### src/rtl/mc_mem_arbiter.sv
// Two-requester arbiter for the unified instruction/data memory of the
// multicycle RISC-V core. Requester 0 is the core memory port and requester 1
// is the program loader/debug port. Only one transaction is in flight at a
// time. The memory has a fixed latency, and each access uses a req/gnt/rvalid
// handshake. The core has fixed priority, and a starvation guard forces a
// loader grant after STARVE_MAX consecutive core wins.
module mc_mem_arbiter #(
   parameter int unsigned ADDR_W     = 32,
   parameter int unsigned DATA_W     = 32,
   parameter int unsigned MEM_LAT    = 2,
   parameter int unsigned STARVE_MAX = 4
) (
   input  logic              clk,
   input  logic              rst,
   // core memory port
   input  logic              core_req,
   input  logic              core_we,
   input  logic [ADDR_W-1:0] core_adr,
   input  logic [DATA_W-1:0] core_wdata,
   output logic              core_gnt,
   output logic              core_rvalid,
   output logic [DATA_W-1:0] core_rdata,
   // loader / debug port
   input  logic              ld_req,
   input  logic              ld_we,
   input  logic [ADDR_W-1:0] ld_adr,
   input  logic [DATA_W-1:0] ld_wdata,
   output logic              ld_gnt,
   output logic              ld_rvalid,
   output logic [DATA_W-1:0] ld_rdata,
   // memory side
   output logic              mem_en,
   output logic              mem_we,
   output logic [ADDR_W-1:0] mem_adr,
   output logic [DATA_W-1:0] mem_wdata,
   input  logic [DATA_W-1:0] mem_rdata
);

   // Both the latency and starvation parameters are limited to 1..15.
   localparam int unsigned CNT_W = 4;
   localparam logic [CNT_W-1:0] LAT_LOAD   = CNT_W'(MEM_LAT);
   localparam logic [CNT_W-1:0] STARVE_LIM = CNT_W'(STARVE_MAX);

   typedef enum logic [1:0] {
      S_IDLE  = 2'b00,
      S_ISSUE = 2'b01,
      S_WAIT  = 2'b10
   } state_t;

   state_t           state;
   logic             owner;       // 0 = core, 1 = loader
   logic             owner_we;    // latched write flag of the in-flight access
   logic [CNT_W-1:0] lat_cnt;     // cycles left until mem_rdata is valid, this one included
   logic [CNT_W-1:0] starve_cnt;  // consecutive core grants taken while the loader waited

   // Arbitration. A grant is possible only in IDLE, and never while reset is asserted.
   always_comb begin
      core_gnt = 1'b0;
      ld_gnt   = 1'b0;
      if (rst && (state == S_IDLE)) begin
         if (core_req && ld_req) begin
            if (starve_cnt == STARVE_LIM) begin
               ld_gnt = 1'b1;
            end else begin
               core_gnt = 1'b1;
            end
         end else begin
            core_gnt = core_req;
            ld_gnt   = ld_req;
         end
      end
   end

   // Read data is passed through only to the owner and only on a read completion.
   assign core_rdata = (core_rvalid && !owner_we) ? mem_rdata : '0;
   assign ld_rdata   = (ld_rvalid   && !owner_we) ? mem_rdata : '0;

   // Sequencer: IDLE -> ISSUE -> WAIT -> IDLE. Memory strobes and completion pulses are registered here.
   always_ff @(posedge clk or negedge rst) begin
      if (!rst) begin
         state       <= S_IDLE;
         owner       <= 1'b0;
         owner_we    <= 1'b0;
         lat_cnt     <= '0;
         starve_cnt  <= '0;
         mem_en      <= 1'b0;
         mem_we      <= 1'b0;
         mem_adr     <= '0;
         mem_wdata   <= '0;
         core_rvalid <= 1'b0;
         ld_rvalid   <= 1'b0;
      end else begin
         mem_en <= 1'b0;
         case (state)
            S_IDLE: begin
               if (core_gnt || ld_gnt) begin
                  owner     <= ld_gnt;
                  owner_we  <= ld_gnt ? ld_we : core_we;
                  mem_we    <= ld_gnt ? ld_we : core_we;
                  mem_adr   <= ld_gnt ? ld_adr : core_adr;
                  mem_wdata <= ld_gnt ? ld_wdata : core_wdata;
                  mem_en    <= 1'b1;
                  state     <= S_ISSUE;
               end
               // The loader's wait streak ends when it is served or stops asking.
               if (ld_gnt || !ld_req) begin
                  starve_cnt <= '0;
               end else if (core_gnt && (starve_cnt != STARVE_LIM)) begin
                  starve_cnt <= starve_cnt + CNT_W'(1);
               end
            end
            S_ISSUE: begin
               lat_cnt <= LAT_LOAD;
               // With a single-cycle memory, the completion cycle is the first WAIT cycle.
               if (LAT_LOAD == CNT_W'(1)) begin
                  core_rvalid <= !owner;
                  ld_rvalid   <= owner;
               end
               state <= S_WAIT;
            end
            S_WAIT: begin
               lat_cnt <= lat_cnt - CNT_W'(1);
               if (lat_cnt == CNT_W'(1)) begin
                  // mem_rdata is valid in this cycle, and the counter reaches 0.
                  core_rvalid <= 1'b0;
                  ld_rvalid   <= 1'b0;
                  state       <= S_IDLE;
               end else if (lat_cnt == CNT_W'(2)) begin
                  core_rvalid <= !owner;
                  ld_rvalid   <= owner;
               end
            end
            default: begin
               state <= S_IDLE;
            end
         endcase
      end
   end

endmodule

### config.mk
export PLATFORM = sky130hd
export DESIGN_NAME = mc_mem_arbiter
export DESIGN_NICKNAME = d
export VERILOG_FILES = /design/src/rtl/mc_mem_arbiter.sv
export SDC_FILE = /design/constraint.sdc
export NUM_CORES = 1
export LEC_CHECK = 0
export ABC_CLOCK_PERIOD_IN_PS = 2400
export CORE_AREA = 2 2 117 119
export CTS_BUF_LIST = sky130_fd_sc_hd__clkbuf_8
export DETAILED_ROUTE_END_ITERATION = 12
export DIE_AREA = 0 0 119 121
export PLACE_DENSITY = 0.75
export SLEW_MARGIN = 20
export SYNTH_ARGS = -nofsm -noshare
export SYNTH_HDL_FRONTEND = slang
export SYNTH_SLANG_ARGS = --single-unit
### constraint.sdc
create_clock -name clk -period 2.4 [get_ports clk]
set_input_delay 0.6 -clock clk [delete_from_list [all_inputs] [get_ports clk]]
set_output_delay 0.6 -clock clk [all_outputs]
set_load 0.05 [all_outputs]
==> reports/qor.csv <==
stage,metric,value,unit
run_status,outcome,completed,
synth,cells taking the most area after synthesis,"sky130_fd_sc_hd__dfrtp_1 48%, sky130_fd_sc_hd__nand2b_1 10%, sky130_fd_sc_hd__o221a_2 10%",
drt,DRT Pass-1 Iters,4,
sta,count of pins over their slew limit,0,
sta,final hold vios,0,
worst_setup_path,"Largest stage delay, worst path",0.54,ns
worst_setup_path,Required @ worst endpoint,1.80,ns
synth,Seq cells post-synth,79,
sta,Setup TNS,0,ns
clocking,Clock Sink Count,79,
worst_setup_path,standard cell with the maximum stage delay on the critical path,sky130_fd_sc_hd__clkdlybuf4s50_1,
sta,Setup WS post-layout,0.0490,ns
synth,Yosys warning count,0,
power,Static Leakage,3.33,nW
synth,"Async S/R FF share, synth",100,%
synth,cell type with the largest total area after synthesis,sky130_fd_sc_hd__dfrtp_1,
clocking,deepest level of the CTS H-tree,3,
synth,Synth Instances,374,
die,floorplan die width,119,um
worst_setup_path,critical path type,input pin to primary output,
sta,worst max-slew margin expressed relative to the limit,51.2,%
final_layout,share of layout cells above drive strength 1,21.5,%
die,Core Region,0.0131,mm2
drt,post-detailed-route count of antenna-violating nets,0,
drt,Post-route DRC,0,
die,Chip Height,121,um
global_routing,antenna violations before repair,2,
drt,total number of vias,4190,
synth,Post-synth top flop,sky130_fd_sc_hd__dfrtp_1,
global_routing,Tot GR Track Use,20.7,%
sta,post-route minimum period,2.35,ns
worst_setup_path,number of cells on the worst reg-to-reg path,6,
final_layout,final instance area,0.00823,mm2
synth,mean area per synthesized cell,11.1,um2
worst_setup_path,critical-path maximum fanout,4,
drt,Vias per Instance,4.90,
final_layout,growth of design area from synthesis to finish,98.3,%
die,effective utilization at floorplan,31.7,%
placement,instance count after placement with tap cells included,834,
placement,count of input and output buffers,299,
placement,post-detail-place hpwl,11900,um
final_layout,number of cells in the finished layout apart from fillers,855,
final_layout,combined area of the multi-input logic cells,0.00204,mm2
sta,setup skew after layout,0.00456,ns
worst_setup_path,top cell family by delay on the critical path,buffers and inverters,
clocking,library cell used as clock root buffer,sky130_fd_sc_hd__clkbuf_8,
synth,Post-Syn Nets,548,
drt,1st-iter DRT viols,182,
worst_setup_path,kind of end point of the critical path,primary output,
die,Die Outline Area,0.0144,mm2
die,Boundary Pins,300,
worst_setup_path,most frequent cell on the critical path,sky130_fd_sc_hd__inv_1,
sta,fmax,425,MHz
die,row count,42,
clocking,number of buffers created by CTS,9,
clocking,maximum root-to-sink buffer count,2,
placement,"worst slack, placed",-0.0266,ns
sta,actual transition at the worst max-transition pin,0.731,ns
global_routing,largest net degree at the start of global routing,66,
flow_run,MaxCap Viol Count,0,
worst_setup_path,"Arr. time, crit path",1.75,ns
final_layout,Register Area,0.00198,mm2
worst_setup_path,Crit path depth,5,
global_routing,total overflow reported by the global router,0,
clocking,worst-skew pair later-pin latency,0.34,ns
clocking,cts-stage hold buffer count,0,
synth,count of flip-flops with a built-in enable after synthesis,0,
power,Design Power,0.0104,W
clocking,CTS tree,yes,
synth,most frequently used cell type in the post-synthesis netlist,sky130_fd_sc_hd__dfrtp_1,
sta,"Period Utilization, post-route",98.0,%
power,peak ir drop on the vdd network,0.000844,V
power,power per cell area,1270,mW/mm2
sta,final setup violation count,0,
drt,Total Routed Length,15200,um
worst_setup_path,"Buf+Inv Stages, Crit Path",4,
placement,Routability Congestion,0.805,
final_layout,net count reported at finish,848,
synth,number of different library cells in the post-synthesis netlist,37,
global_routing,first-pass GRT wire length,23500,um
hold_path,kind of path behind the tightest hold check,input pin to async pin,
synth,top cell type's share of synthesized area,47.6,%
placement,post-detailed-placement cell area,0.00800,mm2
final_layout,number of filler instances in the final layout,1010,
synth,top post-synthesis cells by count,"79 x sky130_fd_sc_hd__dfrtp_1, 67 x sky130_fd_sc_hd__nand2b_1, 65 x sky130_fd_sc_hd__and2_1, 37 x sky130_fd_sc_hd__o221a_2, 28 x sky130_fd_sc_hd__o221a_1",
drt,WL/cell,17.8,um
synth,sequential area share after synthesis,47.6,%
worst_setup_path,crit path launch type,input pin,
worst_setup_path,cell-by-cell listing of the critical path,"clkdlybuf4s50_1, inv_1, a211o_4, inv_1, buf_12",
global_routing,number of global-route vias before repair,4495,
clocking,register clock-pin slew on the reported worst setup and hold paths,0.08,ns
synth,synthesized area,0.00415,mm2
[layout make-up]
cell class	instances	area share (%)
multi-input cells	254	24.8
inverters	13	0.593
clock buffers	10	1.67
repair buffers	317	46.0
well taps	176	2.68
diodes	1	0.0304
clock inverters	5	0.243
flip-flops and latches	79	24.0
[stage by stage]
step / hold WS [ns] / utilization [%]
6_report: 0.0620 / 62.9
4_1_cts: 0.0400 / 62.6
5_1_grt: 0.0419 / 62.9
2_1_floorplan: 0.304 / -
3_5_place_dp: 0.420 / 61.1
3_3_place_gp: 0.420 / 61.1
[what timing repair did]
item,in CTS,in global routing
pin swaps,1,2
gates resized for setup,3,6
buffers inserted,2,3
setup endpoints to repair,2,2
[power breakdown]
group | leakage (nW) | internal [W] | total (W) | switching [W]
Sequential | 0.891 | 0.00193 | 0.00228 | 0.000352
Combinational | 2.34 | 0.00308 | 0.00730 | 0.00422
Clock | 0.0971 | 0.000383 | 0.000846 | 0.000463
[registers in the layout, summed over array words and instances (netlist names)]
register and count:
mem_en 1, state 2, lat_cnt 4, ld_rvalid 1
core_rvalid 1, mem_adr 32, owner_we 1, starve_cnt 4
mem_wdata 32, owner 1
[placed cells by master, fill, tap and decap left out, types with 2 or more instances in the layout]
| master | synthesis | layout |
|---|---|---|
| sky130_fd_sc_hd__ha_4 | 0 | 2 |
| sky130_fd_sc_hd__nor2b_1 | 6 | 6 |
| sky130_fd_sc_hd__o221a_2 | 37 | 37 |
| sky130_fd_sc_hd__inv_1 | 13 | 14 |
| sky130_fd_sc_hd__and2_1 | 65 | 65 |
| sky130_fd_sc_hd__o31ai_1 | 3 | 3 |
| sky130_fd_sc_hd__buf_12 | 0 | 66 |
| sky130_fd_sc_hd__nor2_1 | 3 | 3 |
| sky130_fd_sc_hd__o221a_1 | 28 | 28 |
| sky130_fd_sc_hd__inv_2 | 0 | 3 |
| sky130_fd_sc_hd__o21ai_0 | 5 | 5 |
| sky130_fd_sc_hd__ha_1 | 8 | 6 |
| sky130_fd_sc_hd__a31oi_1 | 2 | 2 |
| sky130_fd_sc_hd__buf_4 | 0 | 19 |
| sky130_fd_sc_hd__mux2_2 | 3 | 3 |
| sky130_fd_sc_hd__nand2_1 | 8 | 8 |
| sky130_fd_sc_hd__dfrtp_1 | 79 | 79 |
| sky130_fd_sc_hd__nand2b_1 | 67 | 67 |
| sky130_fd_sc_hd__clkdlybuf4s50_1 | 0 | 232 |
| sky130_fd_sc_hd__clkbuf_8 | 0 | 10 |
[metal layers]
layer / routed length [um] / vias to the layer above / track usage, %
li1: - / 1943 / -
met1: 5480 / 1994 / 22.1
met2: 8000 / 229 / 38.2
met3: 1490 / 24 / 7.33
met4: 258 / 0 / 6.18
met5: 0 / - / 0
[cell families after synthesis]
| family | share of synthesized area, % |
|---|---|
| buf+inv | 4.61 |
| simple gates | 23.1 |
| flops | 47.6 |
| mux | 1.05 |
| fa+ha+maj | 2.41 |
| compound gates | 21.2 |
[final timing paths]
| kind | start | to | slack, ns |
|---|---|---|---|
| worst max register to register | state[1] | mem_adr[1] | 0.44 |
| worst max-delay path | ld_req | ld_gnt | 0.05 |
| worst min-delay path | rst | state[1] | 0.06 |
| min in group clk | owner | owner | 0.52 |
| max in group asynchronous | rst | mem_wdata[23] | 1.04 |
| worst min register to register | owner | owner | 0.52 |
No activity file was read; power rests on OpenSTA's default activity.
==> patch 1, RTL diff (config.mk and constraints unchanged) <==
The 3 states of `state_t` get a one-hot encoding in 3 bits.
--- a/src/rtl/mc_mem_arbiter.sv
+++ b/src/rtl/mc_mem_arbiter.sv
@@ -41,10 +41,10 @@
    localparam logic [CNT_W-1:0] LAT_LOAD   = CNT_W'(MEM_LAT);
    localparam logic [CNT_W-1:0] STARVE_LIM = CNT_W'(STARVE_MAX);
 
-   typedef enum logic [1:0] {
-      S_IDLE  = 2'b00,
-      S_ISSUE = 2'b01,
-      S_WAIT  = 2'b10
+   typedef enum logic [2:0] {
+      S_IDLE  = 3'b001,
+      S_ISSUE = 3'b010,
+      S_WAIT  = 3'b100
    } state_t;
 
    state_t           state;
Formal check against the unedited RTL: same outputs for any inputs over 10 cycles, from zero or initial values and one cycle with rst low; not proved beyond that.
==> patch 1 against the unedited design <==
The run now ends with setup timing left; register-to-register slack got worse by 100 ps; fmax decreased by 4.5%; combinational power decreased by 34%; via count increased by 16%; sequential cell count increased by 1; setup slack got worse by 110 ps; final area increased by 4.2%; power decreased by 24%; core utilization increased by 2.6 points; synthesized area increased by 9.9%; routed wire length increased by 15%; critical path type is now register to primary output.
==> patch 1: results (changes against the unedited design) <==
[grt]
grt_use_met3 = 0.06297  ; was 0.07331
use_met1 = 0.2431  ; was 0.2208
grt_pass1_vias = 4925  ; was 4,495
track_usage = 0.2365  ; was 0.2068
grt_util_met2 = 0.4483  ; was 0.3822
antenna_found_initial = 1  ; was 2
grt_max_degree = 74  ; was 66

[logic_synthesis]
synth_common_cells = 80 x a21oi_2, 79 x dfrtp_1, 68 x nor2_1  ; was 79 x dfrtp_1, 67 x nand2b_1, 65 x and2_1
syn-num-nets = 682  ; was 548
yosysUniqueCellTypes = 39  ; was 37
synth_flop_cell = dfrtp_1  ; unchanged
ys_seq_area_frac = 0.4391  ; was 0.4762
synth.area.top_cells = dfrtp_1 43%, a21oi_2 15%, and2_1 8.8%, a21oi_1 6.5%, nor2_1 5.6%  ; was dfrtp_1 48%, nand2b_1 10%, o221a_2 10%, and2_1 9.8%, o221a_1 7.6%
syn_avg_cell_area_um2 = 8.927  ; was 11.10 um^2

[timing]
skew_ps = 10.97  ; was 4.560 ps
relSlewSlack = 0.3807  ; was 0.5124
timing.final.ws_setup_ps = -61.21  ; was 48.95 ps
whs_ps = 76.35  ; was 62.00 ps
setup_viol = 1  ; was 0

[place]
dp_slack_ps = -84.35  ; was -26.59 ps
dp_hpwl_mm = 13.77  ; was 11.94 mm
placed_cell_area_mm2 = 0.008356  ; was 0.007999 mm^2
place.gp.congestion = 0.8741  ; was 0.8046

[pwr]
seq_power_share = 0.284  ; was 0.219
p_leak_nw = 3.578  ; was 3.329 nW
power_density_mw_per_mm2 = 930.2  ; was 1267 mW/mm^2
ir_worst_vdd_v = 0.0006203  ; was 0.0008443 V
pg_clk_w = 0.000859  ; was 0.000846 W

[worst_setup_path]
cp_slowest_cell = dfstp_2  ; was clkdlybuf4s50_1
cp-endpoint = core_gnt  ; was ld_gnt
r2r_end = mem_wdata[7]  ; was mem_adr[1]
crit_fanout = 2  ; was 4
critPathTopFamily = flip-flops  ; was buffers and inverters
r2r_slack_ps = 340  ; was 440 ps
arrival_ps = 1860  ; was 1750 ps
r2r_start = state[0]  ; was state[1]
path_class = register to primary output  ; was input pin to primary output

[cells_and_area]
instances_no_fill = 987  ; was 855
nets = 976  ; was 848
nFillCells = 1052  ; was 1,010
areaGrowthSynthToFinish_pct = 87.90  ; was 98.25%

[run_status]
failed_checks = setup timing
outcome = finished with violations  ; was finished clean

[route]
dr_wl_met2_mm = 9.457  ; was 7.997 mm
drt-met1-wl_mm = 6.251  ; was 5.480 mm
drtIter0Drc = 215  ; was 182
wl_met3_mm = 1.204  ; was 1.491 mm
wire_per_inst_um = 17.72  ; was 17.81 um
dr.pass1.iters = 5  ; was 4
viasPerCell = 4.911  ; was 4.901

[clocking]
post_cts_resized = 2  ; was 3

patch 1: logic make-up (layout without fill, tap and decap cells):
| kind of cell | count (synthesis) | in the layout | synth area share |
|---|---|---|---|
| AO/OA/AOI/OAI | 159 | 159 | 0.2518 |
| adder cells (fa/ha/maj) | 5 | 5 | 0.01371 |
| buffers and inverters | 48 | 347 | 0.06473 |
| flip-flops | 80 | 80 | 0.4391 |
| multiplexers | 1 | 1 | 0.002194 |
| other | 0 | 1 | 0 |
| AND/OR/NAND/NOR | 218 | 218 | 0.2285 |
patch 1: area by class of cell:
| class | instances | area share |
|---|---|---|
| timing repair buffer | 319 | 0.4478 |
| multi-input combinational | 383 | 0.2683 |
| sequential | 80 | 0.2337 |
| tap | 176 | 0.02569 |
| clock buffer | 10 | 0.01606 |
| inverter | 12 | 0.005401 |
| clock inverter | 6 | 0.002773 |
| antenna | 1 | 0.0002919 |
==> patch 2, RTL diff (same flow settings) <==
Made on the original files. Change the parameter `ADDR_W` from 32 to 48.
--- a/src/rtl/mc_mem_arbiter.sv
+++ b/src/rtl/mc_mem_arbiter.sv
@@ -5,7 +5,7 @@
 // handshake. The core has fixed priority, and a starvation guard forces a
 // loader grant after STARVE_MAX consecutive core wins.
 module mc_mem_arbiter #(
-   parameter int unsigned ADDR_W     = 32,
+   parameter int unsigned ADDR_W     = 48,
    parameter int unsigned DATA_W     = 32,
    parameter int unsigned MEM_LAT    = 2,
    parameter int unsigned STARVE_MAX = 4
Interface: changed (resized core_adr, ld_adr and mem_adr); port bits go from 300 to 348. The function was not compared with the original's and may differ.
==> patch 2 against the unedited design <==
Highest routed layer unchanged; clock power increased by 41%; sequential cell count increased by 16; setup slack improved by 71 ps; synthesized area increased by 16%; final area increased by 13%; routed wire length increased by 24%; critical path type is now register to primary output; power increased by 17%; die area unchanged.
==> patch 2: results (changes against the unedited design) <==
[run_status]
outcome = finished clean  ; unchanged

[place]
dp_slack_ps = 65.21  ; was -26.59 ps
dp_hpwl_mm = 14.88  ; was 11.94 mm
place_inst = 925  ; was 834
place.gp.congestion = 0.8835  ; was 0.8046
portBuffers = 347  ; was 299
placed_cell_area_mm2 = 0.009105  ; was 0.007999 mm^2

[logic_synthesis]
ys_seq_area_frac = 0.4926  ; was 0.4762
synth_warnings = 0  ; unchanged
async_flop_share = 1.000  ; unchanged
syn-num-nets = 627  ; was 548
synth_common_cells = 95 x dfrtp_1, 86 x and2_1, 81 x a221o_1  ; was 79 x dfrtp_1, 67 x nand2b_1, 65 x and2_1
synthCells = 421  ; was 374
yosysUniqueCellTypes = 41  ; was 37
synth.area.top_cells = dfrtp_1 49%, a221o_1 17%, and2_1 11%, and2_0 7.6%, buf_6 2.1%  ; was dfrtp_1 48%, nand2b_1 10%, o221a_2 10%, and2_1 9.8%, o221a_1 7.6%

[route]
wirelength_mm = 18.90  ; was 15.23 mm
vias = 4793  ; was 4,190
drtIter0Drc = 267  ; was 182
dr.pass1.iters = 5  ; was 4
drc = 0  ; unchanged
viasPerCell = 5.083  ; was 4.901

[worst_setup_path]
crit_path_max_incr_delay_ps = 400  ; was 540 ps
arrival_ps = 1680  ; was 1750 ps
cp_slowest_cell = dfrtp_1  ; was clkdlybuf4s50_1
critPathTopFamily = flip-flops  ; was buffers and inverters
crit_fanout = 5  ; was 4

[grt]
grt_pass1_vias = 4979  ; was 4,495
grt_first_pass_wirelength_mm = 28.59  ; was 23.45 mm
antenna_found_initial = 1  ; was 2
grt_max_degree = 61  ; was 66
track_usage = 0.2590  ; was 0.2068

[pwr]
p_leak_nw = 3.881  ; was 3.329 nW
p_sw_frac = 0.4869  ; was 0.4825
ir_worst_vdd_v = 0.0007540  ; was 0.0008443 V

[cells_and_area]
layout-drive-gt1-share = 0.1438  ; was 0.2153
nets = 966  ; was 848
reg_top3 = mem_adr (48), mem_wdata (32)  ; was mem_adr (32), mem_wdata (32)

[clocking]
path_clk_slew_ps = 100  ; was 80 ps
h-tree-depth = 3  ; unchanged
clk_latency_ps = 380  ; was 340 ps
cts_buffer_depth = 2  ; unchanged
post_cts_buffers = 0  ; was 2
cts_inserted_buffers = 9  ; unchanged

[worst_hold_path]
min_path_type = input pin to asynchronous set/reset pin  ; unchanged

[timing]
skew_ps = 15.63  ; was 4.560 ps
relSlewSlack = 0.4936  ; was 0.5124

[patch 2: timing repair]
item	4_1_cts	5_1_grt
hold buffers	0	0
setup endpoints to repair	1	0
resized for setup	1	0
[patch 2: power groups by stage]
stage                     sequential, W  combinational [W]  clock [W]
after global routing            0.00279            0.00861    0.00129
after floorplan                 0.00499            0.00260          0
after detailed placement        0.00270            0.00833          0
after global placement          0.00272            0.00817          0
final                           0.00272            0.00829    0.00119
after CTS                       0.00271            0.00834    0.00123
[patch 2: cells by family after synthesis]
kind of cell,count (synthesis),share of synthesized area
compound gates,104,0.2048
flops,95,0.4926
simple gates,165,0.2157
buf+inv,46,0.05937
mux,3,0.006741
fa+ha+maj,8,0.02074
[patch 2: path summary, 6_finish.rpt]
path	slack, ps	depth (start not counted)	startpoint	endpoint
setup reg to reg	420	6	state[0]	mem_adr[18]
min in group clk	480	1	owner	core_rvalid
hold reg to reg	480	1	owner	core_rvalid
setup / recovery	120	5	state[0]	core_gnt
max in group asynchronous	940	3	rst	starve_cnt[1]
hold / removal	330	2	rst	mem_adr[42]
[patch 2: metal layers]
metal | GRT usage | wire length [um] | vias to the layer above | part of all wire
li1 | - | - | 2214 | -
met2 | 0.4540 | 9863 | 237 | 0.52
met5 | 0 | 0 | - | 0
met4 | 0.1019 | 503 | 0 | 0.027
met1 | 0.2983 | 7212 | 2312 | 0.38
met3 | 0.07472 | 1322 | 30 | 0.070
[patch 2: layout make-up]
type	count	area [um^2]
clock inverter	7	96.34
multi-input combinational	280	2185
tap	176	220.2
timing repair buffer	363	4284
sequential	95	2377
clock buffer	9	123.9
antenna	2	5.005
fill	919	3752
inverter	11	41.29
